<file path="config.mk">
export PLATFORM = sky130hd
export DESIGN_NAME = regfile_mp_sb_flat
export DESIGN_NICKNAME = d
export VERILOG_FILES = /design/src/rtl/regfile_mp_sb_pkg.sv /design/src/rtl/regfile_mp_sb_if.sv /design/src/rtl/regfile_mp_sb_scoreboard.sv /design/src/rtl/regfile_mp_sb.sv /design/src/flat_wrapper.sv
export SDC_FILE = /design/constraint.sdc
export NUM_CORES = 2
export LEC_CHECK = 0
export BUFFER_PORTS_ARGS = -buffer_cell sky130_fd_sc_hd__buf_2
export CAP_MARGIN = 20
export CORE_ASPECT_RATIO = 0.75
export CORE_UTILIZATION = 50
export DETAILED_ROUTE_END_ITERATION = 7
export PLACE_DENSITY_LB_ADDON = 0.15
export SLEW_MARGIN = 20
export SYNTH_ARGS = -nofsm -noshare
export SYNTH_HDL_FRONTEND = slang
export SYNTH_HIERARCHICAL = 1
export SYNTH_SLANG_ARGS = --single-unit
</file>
<file path="constraint.sdc">
create_clock -name clk -period 2.7 [get_ports clk]
set_input_delay 0.54 -clock clk [delete_from_list [all_inputs] [get_ports clk]]
set_output_delay 0.54 -clock clk [all_outputs]
set_load 0.01 [all_outputs]
</file>
<file path="src/rtl/regfile_mp_sb_pkg.sv">
// Shared defaults and helpers for the multi-port register file with scoreboard.
// The address-width check in the top level uses clog2.
package regfile_pkg;

  localparam int DEF_WIDTH    = 32;
  localparam int DEF_DEPTH    = 32;
  localparam int DEF_AD_WIDTH = 5;

  function automatic int clog2(input int value);
    int r;
    r = 0;
    while ((1 << r) < value) begin
      r++;
    end
    return r;
  endfunction

endpackage

</file>
<file path="src/rtl/regfile_mp_sb_if.sv">
// Bundle of the register-file read, write and issue ports.
// The master drives addresses, data and issue; the slave returns read data, busy and the error flag.
interface regfile_mp_sb_if
  import regfile_pkg::*;
#(
  parameter int WIDTH    = DEF_WIDTH,
  parameter int AD_WIDTH = DEF_AD_WIDTH,
  parameter int NRD      = 2,
  parameter int NWR      = 2
);

  logic [NRD*AD_WIDTH-1:0] rd_addr;
  logic [NRD*WIDTH-1:0]    rd_data;
  logic [NRD-1:0]          rd_busy;
  logic [NWR-1:0]          wr_en;
  logic [NWR*AD_WIDTH-1:0] wr_addr;
  logic [NWR*WIDTH-1:0]    wr_data;
  logic                    iss_en;
  logic [AD_WIDTH-1:0]     iss_addr;
  logic                    wb_err;

  modport master (
    output rd_addr, wr_en, wr_addr, wr_data, iss_en, iss_addr,
    input  rd_data, rd_busy, wb_err
  );

  modport slave (
    input  rd_addr, wr_en, wr_addr, wr_data, iss_en, iss_addr,
    output rd_data, rd_busy, wb_err
  );

endinterface

</file>
<file path="src/rtl/regfile_mp_sb_scoreboard.sv">
// Write-pending scoreboard: one busy bit per register, set on issue and cleared on writeback.
// Also keeps the sticky flag for writebacks that hit a register with nothing pending.
module regfile_scoreboard
  import regfile_pkg::*;
#(
  parameter int DEPTH    = DEF_DEPTH,
  parameter int AD_WIDTH = DEF_AD_WIDTH,
  parameter int NWR      = 2,
  parameter int ZERO_REG = 1
) (
  input  logic                    clk,
  input  logic                    res,
  input  logic                    iss_en,
  input  logic [AD_WIDTH-1:0]     iss_addr,
  input  logic [NWR-1:0]          wr_en,
  input  logic [NWR*AD_WIDTH-1:0] wr_addr,
  output logic [DEPTH-1:0]        busy,
  output logic                    wb_err
);

  localparam logic [AD_WIDTH:0] DEPTH_W = (AD_WIDTH+1)'(DEPTH);

  function automatic logic addr_valid(input logic [AD_WIDTH-1:0] a);
    return ({1'b0, a} < DEPTH_W) && !((ZERO_REG != 0) && (a == '0));
  endfunction

  logic [DEPTH-1:0] busy_reg;
  logic [DEPTH-1:0] busy_next;
  logic             err_reg;
  logic             err_next;

  always_comb begin
    busy_next = busy_reg;
    err_next  = err_reg;
    for (int w = 0; w < NWR; w++) begin
      if (wr_en[w] && addr_valid(wr_addr[w*AD_WIDTH +: AD_WIDTH])) begin
        // Error is judged against the busy state held before this edge.
        if (!busy_reg[wr_addr[w*AD_WIDTH +: AD_WIDTH]]) begin
          err_next = 1'b1;
        end
        busy_next[wr_addr[w*AD_WIDTH +: AD_WIDTH]] = 1'b0;
      end
    end
    // Issue applied last so a new producer keeps the register busy.
    if (iss_en && addr_valid(iss_addr)) begin
      busy_next[iss_addr] = 1'b1;
    end
  end

  always_ff @(posedge clk or negedge res) begin
    if (!res) begin
      busy_reg <= '0;
      err_reg  <= 1'b0;
    end else begin
      busy_reg <= busy_next;
      err_reg  <= err_next;
    end
  end

  assign busy   = busy_reg;
  assign wb_err = err_reg;

endmodule

</file>
<file path="src/rtl/regfile_mp_sb.sv">
// Multi-port register file with write-through bypass, optional hardwired r0,
// and a write-pending scoreboard feeding per-read-port stall indications.
module regfile_mp_sb
  import regfile_pkg::*;
#(
  parameter int WIDTH    = DEF_WIDTH,
  parameter int DEPTH    = DEF_DEPTH,
  parameter int AD_WIDTH = DEF_AD_WIDTH,
  parameter int NRD      = 2,
  parameter int NWR      = 2,
  parameter int ZERO_REG = 1
) (
  input logic            clk,
  input logic            res,
  regfile_mp_sb_if.slave bus
);

  localparam logic [AD_WIDTH:0] DEPTH_W = (AD_WIDTH+1)'(DEPTH);

  if (AD_WIDTH != clog2(DEPTH) || NRD < 1 || NRD > 4 || NWR < 1 || NWR > 2) begin : g_param_check
    $error("regfile_mp_sb: illegal parameter combination");
  end

  function automatic logic addr_valid(input logic [AD_WIDTH-1:0] a);
    return ({1'b0, a} < DEPTH_W) && !((ZERO_REG != 0) && (a == '0));
  endfunction

  logic [WIDTH-1:0]    mem_reg [DEPTH];
  logic [AD_WIDTH-1:0] wr_a    [NWR];
  logic [WIDTH-1:0]    wr_d    [NWR];
  logic [NWR-1:0]      wr_ok;
  logic [DEPTH-1:0]    busy;

  genvar gi;

  // Bypass is suppressed while reset is held so reads are forced to zero.
  for (gi = 0; gi < NWR; gi++) begin : g_wr
    assign wr_a[gi]  = bus.wr_addr[gi*AD_WIDTH +: AD_WIDTH];
    assign wr_d[gi]  = bus.wr_data[gi*WIDTH +: WIDTH];
    assign wr_ok[gi] = res && bus.wr_en[gi] && addr_valid(wr_a[gi]);
  end

  // Ports are applied in ascending order, so the highest index wins a collision.
  always_ff @(posedge clk or negedge res) begin
    if (!res) begin
      for (int i = 0; i < DEPTH; i++) begin
        mem_reg[i] <= '0;
      end
    end else begin
      for (int w = 0; w < NWR; w++) begin
        if (wr_ok[w]) begin
          mem_reg[wr_a[w]] <= wr_d[w];
        end
      end
    end
  end

  for (gi = 0; gi < NRD; gi++) begin : g_rd
    logic [AD_WIDTH-1:0] rd_a;
    logic                rd_valid;
    logic                hit;
    logic [WIDTH-1:0]    byp;

    assign rd_a     = bus.rd_addr[gi*AD_WIDTH +: AD_WIDTH];
    assign rd_valid = addr_valid(rd_a);

    always_comb begin
      hit = 1'b0;
      byp = '0;
      for (int w = 0; w < NWR; w++) begin
        if (wr_ok[w] && (wr_a[w] == rd_a)) begin
          hit = 1'b1;
          byp = wr_d[w];
        end
      end
    end

    assign bus.rd_data[gi*WIDTH +: WIDTH] = !rd_valid ? '0 : (hit ? byp : mem_reg[rd_a]);
    assign bus.rd_busy[gi]                = rd_valid && busy[rd_a] && !hit;
  end

  regfile_scoreboard #(
    .DEPTH   (DEPTH),
    .AD_WIDTH(AD_WIDTH),
    .NWR     (NWR),
    .ZERO_REG(ZERO_REG)
  ) u_scoreboard (
    .clk     (clk),
    .res     (res),
    .iss_en  (bus.iss_en),
    .iss_addr(bus.iss_addr),
    .wr_en   (bus.wr_en),
    .wr_addr (bus.wr_addr),
    .busy    (busy),
    .wb_err  (bus.wb_err)
  );

endmodule

</file>
<file path="src/flat_wrapper.sv">
// flat-port wrapper written by rule: the top's interface ports become plain ports
module regfile_mp_sb_flat import regfile_pkg::*;
#(
  parameter int WIDTH    = DEF_WIDTH,
  parameter int DEPTH    = DEF_DEPTH,
  parameter int AD_WIDTH = DEF_AD_WIDTH,
  parameter int NRD      = 2,
  parameter int NWR      = 2,
  parameter int ZERO_REG = 1
)
  (clk, res, bus_rd_addr, bus_wr_en, bus_wr_addr, bus_wr_data, bus_iss_en, bus_iss_addr, bus_rd_data, bus_rd_busy, bus_wb_err);
  regfile_mp_sb_if #(.WIDTH(WIDTH), .AD_WIDTH(AD_WIDTH), .NRD(NRD), .NWR(NWR)) bus_i ();
  input logic clk;
  input logic res;
  input wire logic [$bits(bus_i.rd_addr)-1:0] bus_rd_addr;
  input wire logic [$bits(bus_i.wr_en)-1:0] bus_wr_en;
  input wire logic [$bits(bus_i.wr_addr)-1:0] bus_wr_addr;
  input wire logic [$bits(bus_i.wr_data)-1:0] bus_wr_data;
  input wire logic [$bits(bus_i.iss_en)-1:0] bus_iss_en;
  input wire logic [$bits(bus_i.iss_addr)-1:0] bus_iss_addr;
  output wire logic [$bits(bus_i.rd_data)-1:0] bus_rd_data;
  output wire logic [$bits(bus_i.rd_busy)-1:0] bus_rd_busy;
  output wire logic [$bits(bus_i.wb_err)-1:0] bus_wb_err;
  assign bus_i.rd_addr = bus_rd_addr;
  assign bus_i.wr_en = bus_wr_en;
  assign bus_i.wr_addr = bus_wr_addr;
  assign bus_i.wr_data = bus_wr_data;
  assign bus_i.iss_en = bus_iss_en;
  assign bus_i.iss_addr = bus_iss_addr;
  assign bus_rd_data = bus_i.rd_data;
  assign bus_rd_busy = bus_i.rd_busy;
  assign bus_wb_err = bus_i.wb_err;
  regfile_mp_sb #(.WIDTH(WIDTH), .DEPTH(DEPTH), .AD_WIDTH(AD_WIDTH), .NRD(NRD), .NWR(NWR), .ZERO_REG(ZERO_REG)) u_core (.clk(clk), .res(res), .bus(bus_i));
endmodule
</file>
==> results.md <==
* Int Pwr at 37070 uW
* WP buf/inv at 6
* Min-delay src: bus_wr_data[36]
* Area contributors post-synth: dfrtp_1 (39%), mux4_2 (17%), mux2i_1 (16%)
* Slowest cell delay on critical path at 0.59 ns
* Row count at 116
* DR vias at 58940
* GRT Total Usage at 41.05%
* Violated checks: negative setup slack
* Cells after Synth at 6503
* Sequential Power Share at 41.3%
* Slowest CP cell: nor4_4
* Clock Latency Late Sink at 0.77 ns
* Post-synth EDFFs at 0
* Max-slew violations at 0
* Longest Clk Path Bufs at 3
* Largest net degree at the start of global routing at 157
* Placed Cells incl. Taps at 8321
* Number of I/O port buffers at 160
* Reg clk slew, reported paths at 0.06 ns
* Final std cells w/o fill at 8649
* Sink Count at 1057
* DRC at 0
* Worst slew pin tran at 1.071 ns
* Max reg flops at 1024
* Hold Path Depth at 3
* Max VDD drop at 0.5553 mV
* Main synth FF type: dfrtp_1
* Status: finished with violations
* Required time worst endpoint at 2.16 ns
* Final min period at 3.388 ns
* Die ar. at 136900 um2
* R2R cell count at 7
* Drt pass-1 iters at 6
* Pwr/cell area at 641.7 nW/um2
* Top Family by Delay on Critical Path: buffers and inverters
* Core area at 133800 um2
* Startpoint types: input port
* GP Congestion at 0.9664
* CTS tree: done
* Reg2reg start: u_core/u_scoreboard/busy[25]
* Layout cells sized above 1 at 31.22%
* Leakage Power at 0.03429 uW
* Clock power share at 31.0%
* Final WL at 284.6 mm
* Final period util at 125.5%
* Critical path type: in -> out
* Die Ht at 320.7 um
* Congestion Overflow GR at 0
* Avg WL per Cell at 32.91 um
* Die W at 426.9 um
* Synth area leader: dfrtp_1
* Max cap viols at 0
* CP arrival at 2.85 ns
* Initial DRC Count at 8389
* I/O pin count at 161
* Syn_nets at 6597
* RSZ-0062 raised after global routing: yes
* Worst Hold Endpoint: u_core/mem_reg[36]
* Distinct cells, synth at 66
* Vias in the first global route at 56560
* Vias per inst at 6.815
* Synth warnings at 6
* CP cell instances: buf_12 -> buf_12 -> buf_12 -> nand2b_2 -> buf_12 -> o221ai_1 -> o22ai_1 -> nor4_4 -> nor4_4 -> buf_4 -> buf_6
* Initial core utilization at 50.59%
* Synth-to-Final Area Change at 24.60%
* #FFs+latches synth at 1057
* Synth cell count leaders: mux2i_1 (1103), dfrtp_1 (1057), nand2_1 (711)
* Sequential area share after synthesis at 39.07%
* Final Hold Fails at 0
* Async SR Flop Fraction at 100.0%
* H-tree levels at 3
* Final worst slack at -0.6884 ns
* Fin Hold WS at 0.1147 ns
* Cell mode on critical path: buf_12
* Power Total at 54130 uW
* Min-delay worst type: in -> reg
* Top-count cell post-synth: mux2i_1
* Final setup vio count at 66
* Mapped Avg Cell Area at 10.41 um2
* Initial antenna violation count at 2
* Num CTS Buffers at 111
* CTS root buf: clkbuf_16
* Critical Path Fanout Max at 13
* DP HPWL at 181.6 mm
* P_sw at 17060 uW
* Crit. End Element: primary output
* Max Clock Skew at 0.01195 ns
* Antenna Violating Nets Remaining at 0
* RR Endpoint: u_core/u_scoreboard/wb_err
* Comb pwr share at 27.7%
* Post-Syn Area at 67690 um2
* Relative slew slack at 28.62%
* Flop2flop setup slack at 0.82 ns
* Share of the synthesized area in the top cell type at 39.07%
* Final net count at 6876
* First-pass GRT wire length at 406.9 mm
* Max Clk Rate at 295.1 MHz
* Sw Ratio at 31.51%
[logic make-up (layout without fill, tap and decap cells)]
logic type             Yosys count  after routing  share of synthesized area, %
multiplexers                  1673           1673                         34.22
AND/OR/NAND/NOR               1498           1498                         9.362
AO/OA/AOI/OAI                 1410           1410                         11.72
flip-flops                    1057           1057                         39.07
buffers and inverters          845           1216                         5.369
XOR/XNOR                        20             20                        0.2588
other                            0              5                             0
[cell type report]
| class | count | area, um2 |
|---|---|---|
| Clock buffer | 167 | 3339 |
| Clock inverter | 38 | 559.3 |
| Inverter | 40 | 152.6 |
| Antenna cell | 5 | 12.51 |
| Fill cell | 10410 | 49470 |
| Sequential cell | 1057 | 26460 |
| Tap cell | 1770 | 2215 |
| Timing Repair Buffer | 971 | 10900 |
| Multi-Input combinational cell | 4601 | 40710 |
[how the worst max path moves through the flow]
stage | startpoint | cells after the start | slack [ns] | end
6_report | bus_rd_addr[5] | 11 | -0.69 | bus_rd_data[39]
5_1_grt | bus_wr_addr[6] | 10 | -0.66 | bus_rd_data[36]
4_1_cts | u_core/mem_reg[807] | 7 | -0.68 | bus_rd_data[39]
3_5_place_dp | bus_wr_addr[3] | 9 | -1.22 | bus_rd_data[39]
3_3_place_gp | bus_wr_addr[3] | 9 | -1.20 | bus_rd_data[39]
2_1_floorplan | bus_rd_addr[1] | 8 | -0.05 | bus_rd_data[14]
[metrics by stage]
step           setup WS [ns]  util (%)  setup TNS (ns)  cell area (um2)
6_report             -0.6884     63.03          -32.74            84350
2_1_floorplan       -0.04503         -          -2.053            68110
3_5_place_dp          -1.223     56.75          -41.11            75940
3_3_place_gp          -1.196     56.75          -40.19            75940
4_1_cts              -0.6792     62.04          -32.52            83020
5_1_grt              -0.6593     63.02          -34.30            84330
[cell usage in the layout (no fill, tap or decap), types with 72 or more instances in the layout]
cell	Yosys	final
mux2i_1	1103	1072
dfrtp_1	1057	1049
nand2_1	711	677
o21ai_0	677	658
mux4_2	504	504
buf_4	30	489
nor2_1	524	487
a21oi_1	424	421
buf_12	0	232
buf_2	226	130
clkbuf_16	0	122
nor4_4	0	72
[worst reg2reg max path, stage by stage (launching register included)]
cell	delay (ns)
dfrtp_1	0.39
buf_4	0.14
buf_4	0.13
mux4_2	0.45
o22ai_1	0.17
o21ai_1	0.09
a221oi_2	0.28
a311o_1	0.16
[power groups by stage]
| stage | sequential [uW] | combinational [uW] | clock, uW |
|---|---|---|---|
| 2_1_floorplan | 21400 | 9320 | 0 |
| 3_3_place_gp | 22200 | 13000 | 0 |
| 3_5_place_dp | 22400 | 13400 | 0 |
| 4_1_cts | 22200 | 14400 | 16800 |
| 5_1_grt | 22800 | 15900 | 17500 |
| 6_report | 22400 | 15000 | 16800 |
[metal layers]
layer / up-vias / global-route usage (%) / part of all wire [%]
met5: - / 0.4965 / 0.086
met4: 8 / 20.58 / 5.9
met3: 954 / 15.39 / 15
met2: 4542 / 56.25 / 41
met1: 29080 / 56.61 / 38
li1: 24360 / - / -
[repair_timing]
action | CTS | global route
endpoints found under the hold margin | 25 | 0
setup buffers | 85 | 43
resized for setup | 430 | 163
cloned | 7 | 10
hold buffers | 1 | 0
setup endpoints to repair | 66 | 66
pin swaps | 125 | 86
(Power assumes the default switching activity.)
